<file path="src/rtl/vga_grid_timing_gen.sv">
// vga_grid_timing_gen: parametrised VGA timing with ROWS x COLS tile locator, shadowed highlight list and blink
// Ports: CLOCK_50 system clock; RESET_N sync active-low reset;
//   HighlightedProductList per-tile highlight bits (captured at frame wrap); blink_en enables blinking;
//   VGA_CLK/HS/VS/BLANK_N/SYNC_N to the DAC; pix_x/pix_y raster position;
//   tile_idx/tile_hl current tile and its gated highlight; frame_start high at pixel (0,0).
module vga_grid_timing_gen #(
  parameter int CLK_DIV      = 2,
  parameter int H_ACTIVE     = 640,
  parameter int H_FP         = 16,
  parameter int H_SYNC       = 96,
  parameter int H_BP         = 48,
  parameter int V_ACTIVE     = 480,
  parameter int V_FP         = 10,
  parameter int V_SYNC       = 2,
  parameter int V_BP         = 33,
  parameter int SYNC_POL     = 0,
  parameter int COLS         = 4,
  parameter int ROWS         = 3,
  parameter int BLINK_FRAMES = 30,
  localparam int H_TOTAL = H_ACTIVE + H_FP + H_SYNC + H_BP,
  localparam int V_TOTAL = V_ACTIVE + V_FP + V_SYNC + V_BP,
  localparam int N       = ROWS * COLS,
  localparam int XW      = $clog2(H_TOTAL),
  localparam int YW      = $clog2(V_TOTAL),
  localparam int TW      = N > 1 ? $clog2(N) : 1
) (
  input  logic          CLOCK_50,
  input  logic          RESET_N,
  input  logic [N-1:0]  HighlightedProductList,
  input  logic          blink_en,
  output logic          VGA_CLK,
  output logic          VGA_HS,
  output logic          VGA_VS,
  output logic          VGA_BLANK_N,
  output logic          VGA_SYNC_N,
  output logic [XW-1:0] pix_x,
  output logic [YW-1:0] pix_y,
  output logic [TW-1:0] tile_idx,
  output logic          tile_hl,
  output logic          frame_start
);
  localparam int DW     = CLK_DIV > 1 ? $clog2(CLK_DIV) : 1;
  localparam int TILE_W = H_ACTIVE / COLS;
  localparam int TILE_H = V_ACTIVE / ROWS;
  localparam int CW     = COLS > 1 ? $clog2(COLS) : 1;
  localparam int RW     = ROWS > 1 ? $clog2(ROWS) : 1;
  localparam int TXW    = TILE_W > 1 ? $clog2(TILE_W) : 1;
  localparam int TYW    = TILE_H > 1 ? $clog2(TILE_H) : 1;
  localparam int FW     = BLINK_FRAMES > 1 ? $clog2(BLINK_FRAMES) : 1;
  localparam int HS_BEG = H_ACTIVE + H_FP;
  localparam int HS_END = H_ACTIVE + H_FP + H_SYNC;
  localparam int VS_BEG = V_ACTIVE + V_FP;
  localparam int VS_END = V_ACTIVE + V_FP + V_SYNC;
  localparam logic SYNC_ON = SYNC_POL != 0;

  logic [DW-1:0]  r_div;
  logic [XW-1:0]  r_x;
  logic [YW-1:0]  r_y;
  logic [TXW-1:0] r_tcx;
  logic [TYW-1:0] r_tcy;
  logic [CW-1:0]  r_col;
  logic [RW-1:0]  r_row;
  logic [N-1:0]   r_sh;
  logic [FW-1:0]  r_fc;
  logic           r_ph, r_hs, r_vs, r_blank, r_hl, r_fs, r_vclk;
  logic [TW-1:0]  r_tidx;

  logic           w_pix_en, w_x_last, w_y_last, w_line_wrap, w_frame_wrap;
  logic           w_tcx_end, w_tcy_end, w_fc_end, w_ph_nx, w_act_nx, w_hs_nx, w_vs_nx, w_hl_nx, w_fs_nx;
  logic [DW-1:0]  w_div_nx;
  logic [XW-1:0]  w_x_nx;
  logic [YW-1:0]  w_y_nx;
  logic [TXW-1:0] w_tcx_nx;
  logic [TYW-1:0] w_tcy_nx;
  logic [CW-1:0]  w_col_nx;
  logic [RW-1:0]  w_row_nx;
  logic [N-1:0]   w_sh_nx;
  logic [FW-1:0]  w_fc_nx;
  logic [TW-1:0]  w_tidx_nx;

  assign w_pix_en     = 32'(r_div) == CLK_DIV - 1;
  assign w_div_nx     = w_pix_en ? '0 : r_div + 1'b1;
  assign w_x_last     = 32'(r_x) == H_TOTAL - 1;
  assign w_y_last     = 32'(r_y) == V_TOTAL - 1;
  assign w_line_wrap  = w_pix_en & w_x_last;
  assign w_frame_wrap = w_line_wrap & w_y_last;
  assign w_x_nx       = !w_pix_en ? r_x : w_x_last ? '0 : r_x + 1'b1;
  assign w_y_nx       = !w_line_wrap ? r_y : w_y_last ? '0 : r_y + 1'b1;

  // Tile sub-counters: col/row saturate at the last tile so they stay in range through the porches.
  assign w_tcx_end = 32'(r_tcx) == TILE_W - 1;
  assign w_tcy_end = 32'(r_tcy) == TILE_H - 1;
  assign w_tcx_nx  = !w_pix_en ? r_tcx : (w_x_last || w_tcx_end) ? '0 : r_tcx + 1'b1;
  assign w_col_nx  = !w_pix_en ? r_col : w_x_last ? '0 :
                     (w_tcx_end && 32'(r_col) != COLS - 1) ? r_col + 1'b1 : r_col;
  assign w_tcy_nx  = !w_line_wrap ? r_tcy : (w_y_last || w_tcy_end) ? '0 : r_tcy + 1'b1;
  assign w_row_nx  = !w_line_wrap ? r_row : w_y_last ? '0 :
                     (w_tcy_end && 32'(r_row) != ROWS - 1) ? r_row + 1'b1 : r_row;

  // The highlight list is only sampled at frame wrap so a frame never shows a mix of two lists.
  assign w_sh_nx  = w_frame_wrap ? HighlightedProductList : r_sh;
  assign w_fc_end = 32'(r_fc) == BLINK_FRAMES - 1;
  assign w_fc_nx  = !w_frame_wrap ? r_fc : w_fc_end ? '0 : r_fc + 1'b1;
  assign w_ph_nx  = r_ph ^ (w_frame_wrap & w_fc_end);

  // Outputs are decoded from the next counter values so they change on the same edge as pix_x/pix_y.
  assign w_act_nx  = 32'(w_x_nx) < H_ACTIVE && 32'(w_y_nx) < V_ACTIVE;
  assign w_hs_nx   = 32'(w_x_nx) >= HS_BEG && 32'(w_x_nx) < HS_END;
  assign w_vs_nx   = 32'(w_y_nx) >= VS_BEG && 32'(w_y_nx) < VS_END;
  assign w_tidx_nx = w_act_nx ? TW'(32'(w_row_nx) * COLS + 32'(w_col_nx)) : '0;
  assign w_hl_nx   = w_act_nx & w_sh_nx[w_tidx_nx] & (~blink_en | w_ph_nx);
  assign w_fs_nx   = w_x_nx == '0 && w_y_nx == '0;

  always_ff @(posedge CLOCK_50) begin
    if (!RESET_N) begin
      r_div   <= '0;
      r_x     <= '0;
      r_y     <= '0;
      r_tcx   <= '0;
      r_tcy   <= '0;
      r_col   <= '0;
      r_row   <= '0;
      r_sh    <= '0;
      r_fc    <= '0;
      r_ph    <= 1'b0;
      r_hs    <= ~SYNC_ON;
      r_vs    <= ~SYNC_ON;
      r_blank <= 1'b0;
      r_tidx  <= '0;
      r_hl    <= 1'b0;
      r_fs    <= 1'b0;
      r_vclk  <= 1'b0;
    end else begin
      r_div   <= w_div_nx;
      r_x     <= w_x_nx;
      r_y     <= w_y_nx;
      r_tcx   <= w_tcx_nx;
      r_tcy   <= w_tcy_nx;
      r_col   <= w_col_nx;
      r_row   <= w_row_nx;
      r_sh    <= w_sh_nx;
      r_fc    <= w_fc_nx;
      r_ph    <= w_ph_nx;
      r_hs    <= w_hs_nx ? SYNC_ON : ~SYNC_ON;
      r_vs    <= w_vs_nx ? SYNC_ON : ~SYNC_ON;
      r_blank <= w_act_nx;
      r_tidx  <= w_tidx_nx;
      r_hl    <= w_hl_nx;
      r_fs    <= w_fs_nx;
      r_vclk  <= CLK_DIV == 1 ? 1'b1 : 32'(w_div_nx) >= CLK_DIV / 2;
    end
  end

  // With CLK_DIV=1 r_vclk only acts as a run flag gating the inverted system clock.
  assign VGA_CLK     = CLK_DIV == 1 ? ~CLOCK_50 & r_vclk : r_vclk;
  assign VGA_HS      = r_hs;
  assign VGA_VS      = r_vs;
  assign VGA_BLANK_N = r_blank;
  assign VGA_SYNC_N  = 1'b0;
  assign pix_x       = r_x;
  assign pix_y       = r_y;
  assign tile_idx    = r_tidx;
  assign tile_hl     = r_hl;
  assign frame_start = r_fs;
endmodule

</file>
<file path="config.mk">
export PLATFORM = sky130hd
export DESIGN_NAME = vga_grid_timing_gen
export DESIGN_NICKNAME = d
export VERILOG_FILES = /design/src/rtl/vga_grid_timing_gen.sv
export SDC_FILE = /design/constraint.sdc
export NUM_CORES = 1
export LEC_CHECK = 0
export BUFFER_PORTS_ARGS = -buffer_cell sky130_fd_sc_hd__buf_2
export CORE_MARGIN = 3
export CORE_UTILIZATION = 40
export DETAILED_ROUTE_END_ITERATION = 7
export PLACE_DENSITY = 0.7
export SLEW_MARGIN = 20
export SYNTH_ARGS = -nofsm -noshare
export SYNTH_HDL_FRONTEND = slang
export SYNTH_SLANG_ARGS = --single-unit
</file>
<file path="constraint.sdc">
create_clock -name CLOCK_50 -period 4.15 [get_ports CLOCK_50]
set_input_delay 0.83 -clock CLOCK_50 [delete_from_list [all_inputs] [get_ports CLOCK_50]]
set_output_delay 0.83 -clock CLOCK_50 [all_outputs]
set_load 0.02 [all_outputs]
</file>
==> results of run 1 <==
[final cells by class]
type / instances / area (sq um) / share of cell area [%]
clock buffers: 12 / 155.1 / 3.894
clock inverters: 4 / 47.55 / 1.193
inverters: 9 / 33.78 / 0.8480
multi-input cells: 326 / 2019 / 50.69
flip-flops and latches: 68 / 1361 / 34.17
well taps: 105 / 131.4 / 3.298
repair buffers: 46 / 235.2 / 5.905
[report_power, final]
group	total [mW]	switching, mW	internal [mW]
clock	0.566	0.257	0.309
combinational	0.0484	0.0270	0.0214
sequential	0.666	0.00887	0.657
total	1.28	0.293	0.987
[layer usage]
metal  share of wire [%]  GRT usage [%]  up-vias
met5                   0              0        -
met4                 1.7          6.197        0
met3                 6.2          4.278       14
met2                  45          26.65       74
met1                  47          21.95     1397
li1                    -              -     1540
[flip-flops by register name, indices dropped and copies added, names as in the netlist, 2 cells and up]
register,count
r_sh,12
pix_x,10
pix_y,10
r_tcx,8
r_tcy,8
r_fc,5
tile_idx,4
r_col,2
r_row,2
[cell families after synthesis]
kind of cell,after synthesis,share of synthesized area (%)
flops,68,38.87
buf+inv,29,3.465
fa+ha+maj,9,3.215
compound gates,72,13.54
xor+xnor,30,7.503
other cells,1,0.1071
mux,7,2.036
simple gates,207,31.26
[path summary, 6_finish.rpt]
path	from	end	cells past startpoint
worst max-delay path	pix_x[0]$_SDFF_PN0_	tile_hl$_SDFF_PN0_	9
worst min-delay path	r_sh[10]$_SDFF_PN0_	r_sh[10]$_SDFF_PN0_	2
worst max register to register	pix_x[0]$_SDFF_PN0_	tile_hl$_SDFF_PN0_	9
worst min register to register	r_sh[10]$_SDFF_PN0_	r_sh[10]$_SDFF_PN0_	2
[tightest hold or removal path, stage by stage, from the launching register on]
cell      delay [ps]
dfxtp_1          310
nand2_1           50
a21boi_0          60
[layout by cell type (no fill, tap or decap), types with 9 or more instances in the layout]
master	count
dfxtp_1	68
nand2_1	65
buf_2	44
nor2_1	40
xor2_1	20
o21ai_0	19
nand4_1	17
and2_1	17
a21boi_0	17
nor2b_1	13
nor3_1	11
a21oi_1	11
clkbuf_8	11
xnor2_1	10
nand3_1	10
inv_1	9
ha_1	9
==> metrics.md, run 1 <==
| Metric | Value |
|---|---|
| Final setup vio count | `0` |
| Vias per cell | `5.307` |
| Hpwl dp | `5628 um` |
| Non-filler cells, final | `570` |
| Status | `complete, no violations` |
| RSZ-0062 raised after global routing | `false` |
| CP delay by family, top | `simple AND/OR/NAND/NOR gates` |
| Initial antenna violation count | `0` |
| Slew Limit Fails | `0` |
| DP Cell Count | `554` |
| FILL cells | `818` |
| Std-Cell Rows | `33` |
| Place WS | `1073 ps` |
| Clock skew | `8.393 ps` |
| Seq/Total Area, Yosys | `38.87%` |
| Final core utilization | `47.76%` |
| Synth async-reset ratio | `0%` |
| Root buffer cell | `clkbuf_8` |
| Yosys reg bits | `68` |
| Die Y | `99.57 um` |
| CTS tree | `built` |
| Core box area | `8341 sq um` |
| Mean Syn Cell Area | `8.279 sq um` |
| Max-cap violations | `0` |
| Netlist cell types | `59` |
| Setup TNS | `0 ps` |
| Slowest stage delay, CP | `740 ps` |
| DRT Pass-1 Iters | `4` |
| Top post-synthesis cells by count | `68 x dfxtp_1, 65 x nand2_1, 40 x nor2_1` |
| Routed wire per std cell | `14.12 um` |
| CP arrival | `3400 ps` |
| Final cycle utilization of the critical path | `75.34%` |
| Clk_lat worst skew | `350 ps` |
| Most common cell in the synthesized netlist | `dfxtp_1` |
| CTS Hold Buffers Added | `0` |
| WP data required | `4420 ps` |
| Layout cells sized above 1 | `16.56%` |
| PwrDens | `321.4 nW/um^2` |
| Cell mode on critical path | `nand2_1` |
| WP buf/inv | `0` |
| Die width | `99.57 um` |
| Final Critical Period | `3126 ps` |
| Actual slew at the worst max-slew pin | `812.1 ps` |
| Vias in the first global route | `2804` |
| CP Cell Sequence | `ha_1 -> and4_4 -> and4_1 -> and2_1 -> nand2_1 -> xor2_1 -> nand2_1 -> nand4_1 -> a211oi_2` |
| Final hold slack | `465.5 ps` |
| Net count reported at finish | `484` |
| Worst reg2reg setup slack | `1020 ps` |
| CTS resizes | `0` |
| Io pins | `46` |
| Share of the synthesized area in the top cell type | `38.87%` |
| Crit path launch type | `flop` |
| Final Hold Viols | `0` |
| Via count | `3025` |
| Largest net degree at the start of global routing | `44` |
| Antenna-violating nets left | `0` |
| Total power | `1.280 mW` |
| Initial Util | `41.99%` |
| Cell Area, Placed | `3781 sq um` |
| Critical path type | `flop to flop` |
| Max Buffers Root-to-Sink | `2` |
| Synthesis Warnings | `0` |
| Most used flip-flop cell after synthesis | `dfxtp_1` |
| Remaining DRCs | `0` |
| Worst setup margin | `1024 ps` |
| Critical Path End Type | `flop` |
| Area contributors post-synth | `dfxtp_1 39%, nand2_1 7.0%, xor2_1 5.0%` |
| Routed WL | `8048 um` |
| Leak | `1.500 nW` |
| Setup Buffers After CTS | `0` |
| GPL Wtd Cong | `0.8542` |
| Hold Path Class | `flop to flop` |
| Ant. Diodes | `0` |
| VDD IR max | `0.1249 mV` |
| Die ar. | `9914 sq um` |
| Synthesized instance count | `423` |
| Net count after synthesis | `447` |
| Grt ovf | `0` |
| Post-synth EDFFs | `0` |
| TritonCTS Sinks | `68` |
| Clk pin slew, worst setup/hold paths | `70 ps` |
| IO Port Bufs | `44` |
| Synthesized area | `3502 sq um` |
| Total track usage | `16.77%` |
| Critical path peak fanout | `23` |
| Synth area leader | `dfxtp_1` |
| Area Growth Syn to Fin | `13.75%` |
| Slew headroom | `45.86%` |
| Num CTS Buffers | `9` |
| Final instance area | `3984 sq um` |
| Fmax | `319.8 MHz` |
| Global-route wire length before repair | `13430 um` |
| Slowest CP cell | `and4_1` |
| H-tree depth | `3` |
| Drt initial violations | `140` |
Power figures use the tool's default switching activity.
==> run 2, diff against run 1 <==
Settings changed: PLACE_DENSITY 0.7 to 0.72.
Clock period 4.15 ns to 2.7 ns, I/O delays scaled along.
==> metrics.md, run 2 (synthesis results as in run 1) <==
| Metric | Value |
|---|---|
| Cell mode on critical path | `a21oi_1 (was nand2_1)` |
| Critical path peak fanout | `8 (was 23)` |
| GPL Wtd Cong | `0.9191 (was 0.8542)` |
| Setup TNS | `0 ps (unchanged)` |
| Status | `complete, no violations (unchanged)` |
| Max Buffers Root-to-Sink | `2 (unchanged)` |
| WP data required | `2980 ps (was 4420 ps)` |
| Non-filler cells, final | `591 (was 570)` |
| Largest net degree at the start of global routing | `23 (was 44)` |
| Core box area | `8341 sq um (unchanged)` |
| Max reg flops | `12 (unchanged)` |
| Initial antenna violation count | `0 (unchanged)` |
| H-tree depth | `3 (unchanged)` |
| Crit path launch type | `flop (unchanged)` |
| WP buf/inv | `1 (was 0)` |
| Final core utilization | `50.08% (was 47.76%)` |
| TritonCTS Sinks | `68 (unchanged)` |
| Initial Util | `41.99% (unchanged)` |
| Via count | `3171 (was 3025)` |
| VDD IR max | `0.1912 mV (was 0.1249 mV)` |
| Final Hold Viols | `0 (unchanged)` |
| Fmax | `390.6 MHz (was 319.8 MHz)` |
| Die Y | `99.57 um (unchanged)` |
| CTS tree | `built (unchanged)` |
| Ant. Diodes | `0 (unchanged)` |
| Drt initial violations | `174 (was 140)` |
| WL met2 | `3902 um (was 3630 um)` |
| Critical path type | `flop to flop (unchanged)` |
| Leak | `1.607 nW (was 1.500 nW)` |
| Most flops, register | `r_sh (unchanged)` |
| Die ar. | `9914 sq um (unchanged)` |
| Levels on crit path | `11 (was 9)` |
| Total power | `1.999 mW (was 1.280 mW)` |
| Routed WL | `8592 um (was 8048 um)` |
| Net count reported at finish | `505 (was 484)` |
| Std-Cell Rows | `33 (unchanged)` |
| RSZ-0062 raised after global routing | `false (unchanged)` |
| Final Critical Period | `2560 ps (was 3126 ps)` |
| Final setup vio count | `0 (unchanged)` |
| CTS Hold Buffers Added | `0 (unchanged)` |
| Clk pin slew, worst setup/hold paths | `80 ps (was 70 ps)` |
| CP delay by family, top | `simple AND/OR/NAND/NOR gates (unchanged)` |
| Area Growth Syn to Fin | `19.26% (was 13.75%)` |
| Top layer reached by signal wires | `met4 (unchanged)` |
| Root buffer cell | `clkbuf_8 (unchanged)` |
| Cell Area, Placed | `3916 sq um (was 3781 sq um)` |
| IO Port Bufs | `44 (unchanged)` |
| Clock skew | `13.12 ps (was 8.393 ps)` |
| Actual slew at the worst max-slew pin | `535.4 ps (was 812.1 ps)` |
| Routed wire per std cell | `14.54 um (was 14.12 um)` |
| Io pins | `46 (unchanged)` |
| Slowest CP cell | `or3_1 (was and4_1)` |
| Slew headroom | `63.93% (was 45.86%)` |
| Slew Limit Fails | `0 (unchanged)` |
| Hold Path Class | `input pin to flop (was flop to flop)` |
| Num CTS Buffers | `9 (unchanged)` |
| Total track usage | `18.20% (was 16.77%)` |
| Final instance area | `4177 sq um (was 3984 sq um)` |
| Final hold slack | `427.3 ps (was 465.5 ps)` |
| Hpwl dp | `6251 um (was 5628 um)` |
| Worst setup margin | `140.1 ps (was 1024 ps)` |
| Hold Crit Depth | `3 (was 2)` |
| DP Cell Count | `572 (was 554)` |
| Layout cells sized above 1 | `22.22% (was 16.56%)` |
| Slowest stage delay, CP | `420 ps (was 740 ps)` |
| FILL cells | `819 (was 818)` |
| CP Cell Sequence | `ha_2 -> and4_4 -> nand3_2 -> or3_1 -> a22oi_2 -> nor4_4 -> buf_6 -> mux2i_1 -> a21oi_1 -> a21oi_1 -> a211oi_2 (was ha_1 -> and4_4 -> and4_1 -> and2_1 -> nand2_1 -> xor2_1 -> nand2_1 -> nand4_1 -> a211oi_2)` |
| Grt ovf | `0 (unchanged)` |
| CP arrival | `2840 ps (was 3400 ps)` |
| Clk_lat worst skew | `360 ps (was 350 ps)` |
| Global-route wire length before repair | `14460 um (was 13430 um)` |
| Antenna-violating nets left | `0 (unchanged)` |
| PwrDens | `478.7 nW/um^2 (was 321.4 nW/um^2)` |
| Vias per cell | `5.365 (was 5.307)` |
| FF-to-FF path depth | `11 (was 9)` |
| Final cycle utilization of the critical path | `94.81% (was 75.34%)` |
| Metal1 wirelength | `4082 um (was 3778 um)` |
| DRT Pass-1 Iters | `5 (was 4)` |
| Worst reg2reg setup slack | `140 ps (was 1020 ps)` |
| Vias in the first global route | `3044 (was 2804)` |
| Max-cap violations | `0 (unchanged)` |
| Die width | `99.57 um (unchanged)` |
| Commonest cells after routing, fill and taps aside | `65 x nand2_1, 64 x dfxtp_1, 44 x buf_2 (was 68 x dfxtp_1, 65 x nand2_1, 44 x buf_2)` |
| Critical Path End Type | `flop (unchanged)` |
| Most common cell after layout, fill and taps aside | `nand2_1 (was dfxtp_1)` |
| Met3 WL post-DR | `402 um (was 502 um)` |
| Remaining DRCs | `0 (unchanged)` |
| Place WS | `92.21 ps (was 1073 ps)` |
## run 2: metal layers
layer	up-vias	global-route usage [%]
met4	0	7.983
li1	1584	-
met1	1487	23.69
met3	16	4.348
met5	-	0
met2	84	28.67
## run 2: worst min-delay path, delay by kind of cell
kind            cells  cell delay (ps)
compound gates      1               60
simple gates        1               40
buf+inv             1               90
## run 2: cell type report
| type | instances | area (sq um) | share of cell area, % |
|---|---|---|---|
| clock buffer | 11 | 151.4 | 3.625 |
| clock inverter | 5 | 58.81 | 1.408 |
| inverter | 9 | 33.78 | 0.8089 |
| multi-input combinational | 326 | 2038 | 48.80 |
| sequential | 68 | 1366 | 32.71 |
| tap | 105 | 131.4 | 3.146 |
| timing repair buffer | 67 | 396.6 | 9.497 |
## run 2: what timing repair did
action                     CTS  global route
setup buffers                0             3
setup endpoints to repair    0             3
gates resized for setup      0            12
## run 2: report_power, final
part,total [mW],switching [mW],internal (mW),leakage [nW]
combinational,0.0910,0.0503,0.0407,0.955
clock,0.889,0.411,0.478,0.102
sequential,1.02,0.00840,1.01,0.551
## run 2: worst paths after layout
kind / startpoint / endpoint
setup / recovery: pix_x[0]$_SDFF_PN0_ / tile_hl$_SDFF_PN0_
hold / removal: HighlightedProductList[9] / r_sh[9]$_SDFF_PN0_
setup reg to reg: pix_x[0]$_SDFF_PN0_ / tile_hl$_SDFF_PN0_
hold reg to reg: r_sh[0]$_SDFF_PN0_ / r_sh[0]$_SDFF_PN0_
==> run 3, diff against run 2 <==
Settings changed: CORE_UTILIZATION 40 to 44, PLACE_DENSITY 0.72 to 0.75, REMOVE_ABC_BUFFERS set to 1.
Clock period 2.7 ns to 2.49 ns, I/O delays scaled along.
==> metrics.md, run 3 (synthesis results as in run 1) <==
| Metric | Value |
|---|---|
| Routed wire per std cell | `14.28 um (was 14.54 um)` |
| Non-filler cells, final | `604 (was 591)` |
| Actual slew at the worst max-slew pin | `516.7 ps (was 535.4 ps)` |
| Place WS | `-63.14 ps (was 92.21 ps)` |
| Drt initial violations | `126 (was 174)` |
| Hpwl dp | `6236 um (was 6251 um)` |
| Global-route wire length before repair | `14040 um (was 14460 um)` |
| Max Buffers Root-to-Sink | `2 (unchanged)` |
| PwrDens | `466.7 nW/um^2 (was 478.7 nW/um^2)` |
| Die width | `95.22 um (was 99.57 um)` |
| Most common cell after layout, fill and taps aside | `nand2_1 (unchanged)` |
| DP Cell Count | `586 (was 572)` |
| RSZ-0062 raised after global routing | `true (was false)` |
| Routed WL | `8623 um (was 8592 um)` |
| Initial antenna violation count | `0 (unchanged)` |
| Final hold slack | `404.3 ps (was 427.3 ps)` |
| Clock skew | `4.514 ps (was 13.12 ps)` |
| Layout cells sized above 1 | `25.94% (was 22.22%)` |
| Net count reported at finish | `525 (was 505)` |
| Vias per cell | `5.382 (was 5.365)` |
| Root buffer cell | `clkbuf_8 (unchanged)` |
| Io pins | `46 (unchanged)` |
| Core box area | `7486 sq um (was 8341 sq um)` |
| Slew Limit Fails | `0 (unchanged)` |
| VDD IR max | `0.2293 mV (was 0.1912 mV)` |
| Slew headroom | `65.19% (was 63.93%)` |
| Area Growth Syn to Fin | `23.26% (was 19.26%)` |
| WP data required | `2760 ps (was 2980 ps)` |
| CP arrival | `2700 ps (was 2840 ps)` |
| Commonest cells after routing, fill and taps aside | `65 x nand2_1, 60 x dfxtp_1, 44 x buf_2 (was 65 x nand2_1, 64 x dfxtp_1, 44 x buf_2)` |
| Die ar. | `9066 sq um (was 9914 sq um)` |
| Total power | `2.014 mW (was 1.999 mW)` |
| Clk pin slew, worst setup/hold paths | `70 ps (was 80 ps)` |
| Max reg flops | `12 (unchanged)` |
| IO Port Bufs | `44 (unchanged)` |
| Crit path launch type | `flop (unchanged)` |
| DRT Pass-1 Iters | `6 (was 5)` |
| Clk_lat worst skew | `340 ps (was 360 ps)` |
| Final Hold Viols | `0 (unchanged)` |
| Status | `complete, no violations (unchanged)` |
| Std-Cell Rows | `31 (was 33)` |
| Critical path peak fanout | `4 (was 8)` |
| Worst setup margin | `60.02 ps (was 140.1 ps)` |
| Antenna-violating nets left | `0 (unchanged)` |
| Total track usage | `19.50% (was 18.20%)` |
| Vias in the first global route | `3033 (was 3044)` |
| Grt ovf | `0 (unchanged)` |
| CTS Hold Buffers Added | `0 (unchanged)` |
| Remaining DRCs | `0 (unchanged)` |
| TritonCTS Sinks | `68 (unchanged)` |
| Ant. Diodes | `0 (unchanged)` |
| Num CTS Buffers | `9 (unchanged)` |
| Critical path type | `flop to flop (unchanged)` |
| Leak | `1.694 nW (was 1.607 nW)` |
| Hold Path Class | `input pin to flop (unchanged)` |
| Fmax | `411.5 MHz (was 390.6 MHz)` |
| Initial Util | `46.78% (was 41.99%)` |
| Max-cap violations | `0 (unchanged)` |
| Via count | `3251 (was 3171)` |
| Final Critical Period | `2430 ps (was 2560 ps)` |
| Final core utilization | `57.66% (was 50.08%)` |
| Final setup vio count | `0 (unchanged)` |
| Critical Path End Type | `flop (unchanged)` |
| Most flops, register | `r_sh (unchanged)` |
| Largest net degree at the start of global routing | `43 (was 23)` |
| Die Y | `95.22 um (was 99.57 um)` |
| CTS tree | `built (unchanged)` |
| GPL Wtd Cong | `0.8390 (was 0.9191)` |
| H-tree depth | `3 (unchanged)` |
| Final cycle utilization of the critical path | `97.59% (was 94.81%)` |
-- run 3: cell types whose count changed in the layout (fill, tap and decap cells not counted), moves of 2 or more --
cell and delta:
dfxtp_2 +2, clkbuf_1 +3, nor3_2 +2, buf_4 +20, dfxtp_1 -4, ha_4 +2
dfxtp_4 +2, ha_2 -2
-- run 3: cell type report --
| cell class | instances | area [sq um] |
|---|---|---|
| Fill cell | 654 | 3169 |
| Timing Repair Buffer | 87 | 546.8 |
| Clock inverter | 1 | 7.507 |
| Tap cell | 99 | 123.9 |
| Inverter | 9 | 33.78 |
| Multi-Input combinational cell | 326 | 2066 |
| Sequential cell | 68 | 1376 |
| Clock buffer | 14 | 162.7 |
-- run 3: where the power goes --
group | internal [mW] | total, mW | switching [mW]
sequential | 1.10 | 1.11 | 0.0105
combinational | 0.0470 | 0.103 | 0.0560
clock | 0.412 | 0.804 | 0.392
total | 1.56 | 2.01 | 0.458
-- run 3: metrics by stage --
| step | TNS, ps | instance area [sq um] |
|---|---|---|
| floorplan | -955.4 | 3415 |
| global placement | 0 | 4059 |
| detailed placement | -63.14 | 4059 |
| CTS | 0 | 4243 |
| global route | -141.5 | 4317 |
| finish | 0 | 4317 |
-- run 3: per-layer routing --
metal / global-route usage (%) / part of all wire (%) / routed length (um) / up-vias
met5: 0 / 0 / 0 / -
met4: 6.731 / 2.0 / 169 / 0
met3: 5.051 / 4.9 / 421 / 20
met2: 31.55 / 48 / 4111 / 96
met1: 25.13 / 45 / 3920 / 1519
li1: - / - / - / 1616
-- run 3: worst paths after layout --
kind | startpoint | cells after the start | to | slack, ps
min | HighlightedProductList[6] | 3 | r_sh[6]$_SDFF_PN0_ | 400
max reg2reg | r_tcx[1]$_SDFFE_PN0P_ | 11 | tile_hl$_SDFF_PN0_ | 60
max | r_tcx[1]$_SDFFE_PN0P_ | 11 | tile_hl$_SDFF_PN0_ | 60
min reg2reg | r_sh[0]$_SDFF_PN0_ | 2 | r_sh[0]$_SDFF_PN0_ | 460
-- run 3: worst max-delay path, cell delays in order (launching register included) --
cell       delay [ps]
dfxtp_2           360
ha_4              150
nand4_1           130
nor3_2            280
xnor2_1           140
or2_4             270
nor4_4            280
buf_6             160
mux2i_1            70
o2111ai_1         190
nand4_1           130
a211oi_2          200
-- run 3: timing repair --
| item | in CTS | in global routing |
|---|---|---|
| endpoints found under the hold margin | 0 | 0 |
| setup buffers | 0 | 3 |
| endpoints found under the setup margin | 1 | 4 |
| pin swaps | 2 | 11 |
| gates resized for setup | 3 | 19 |
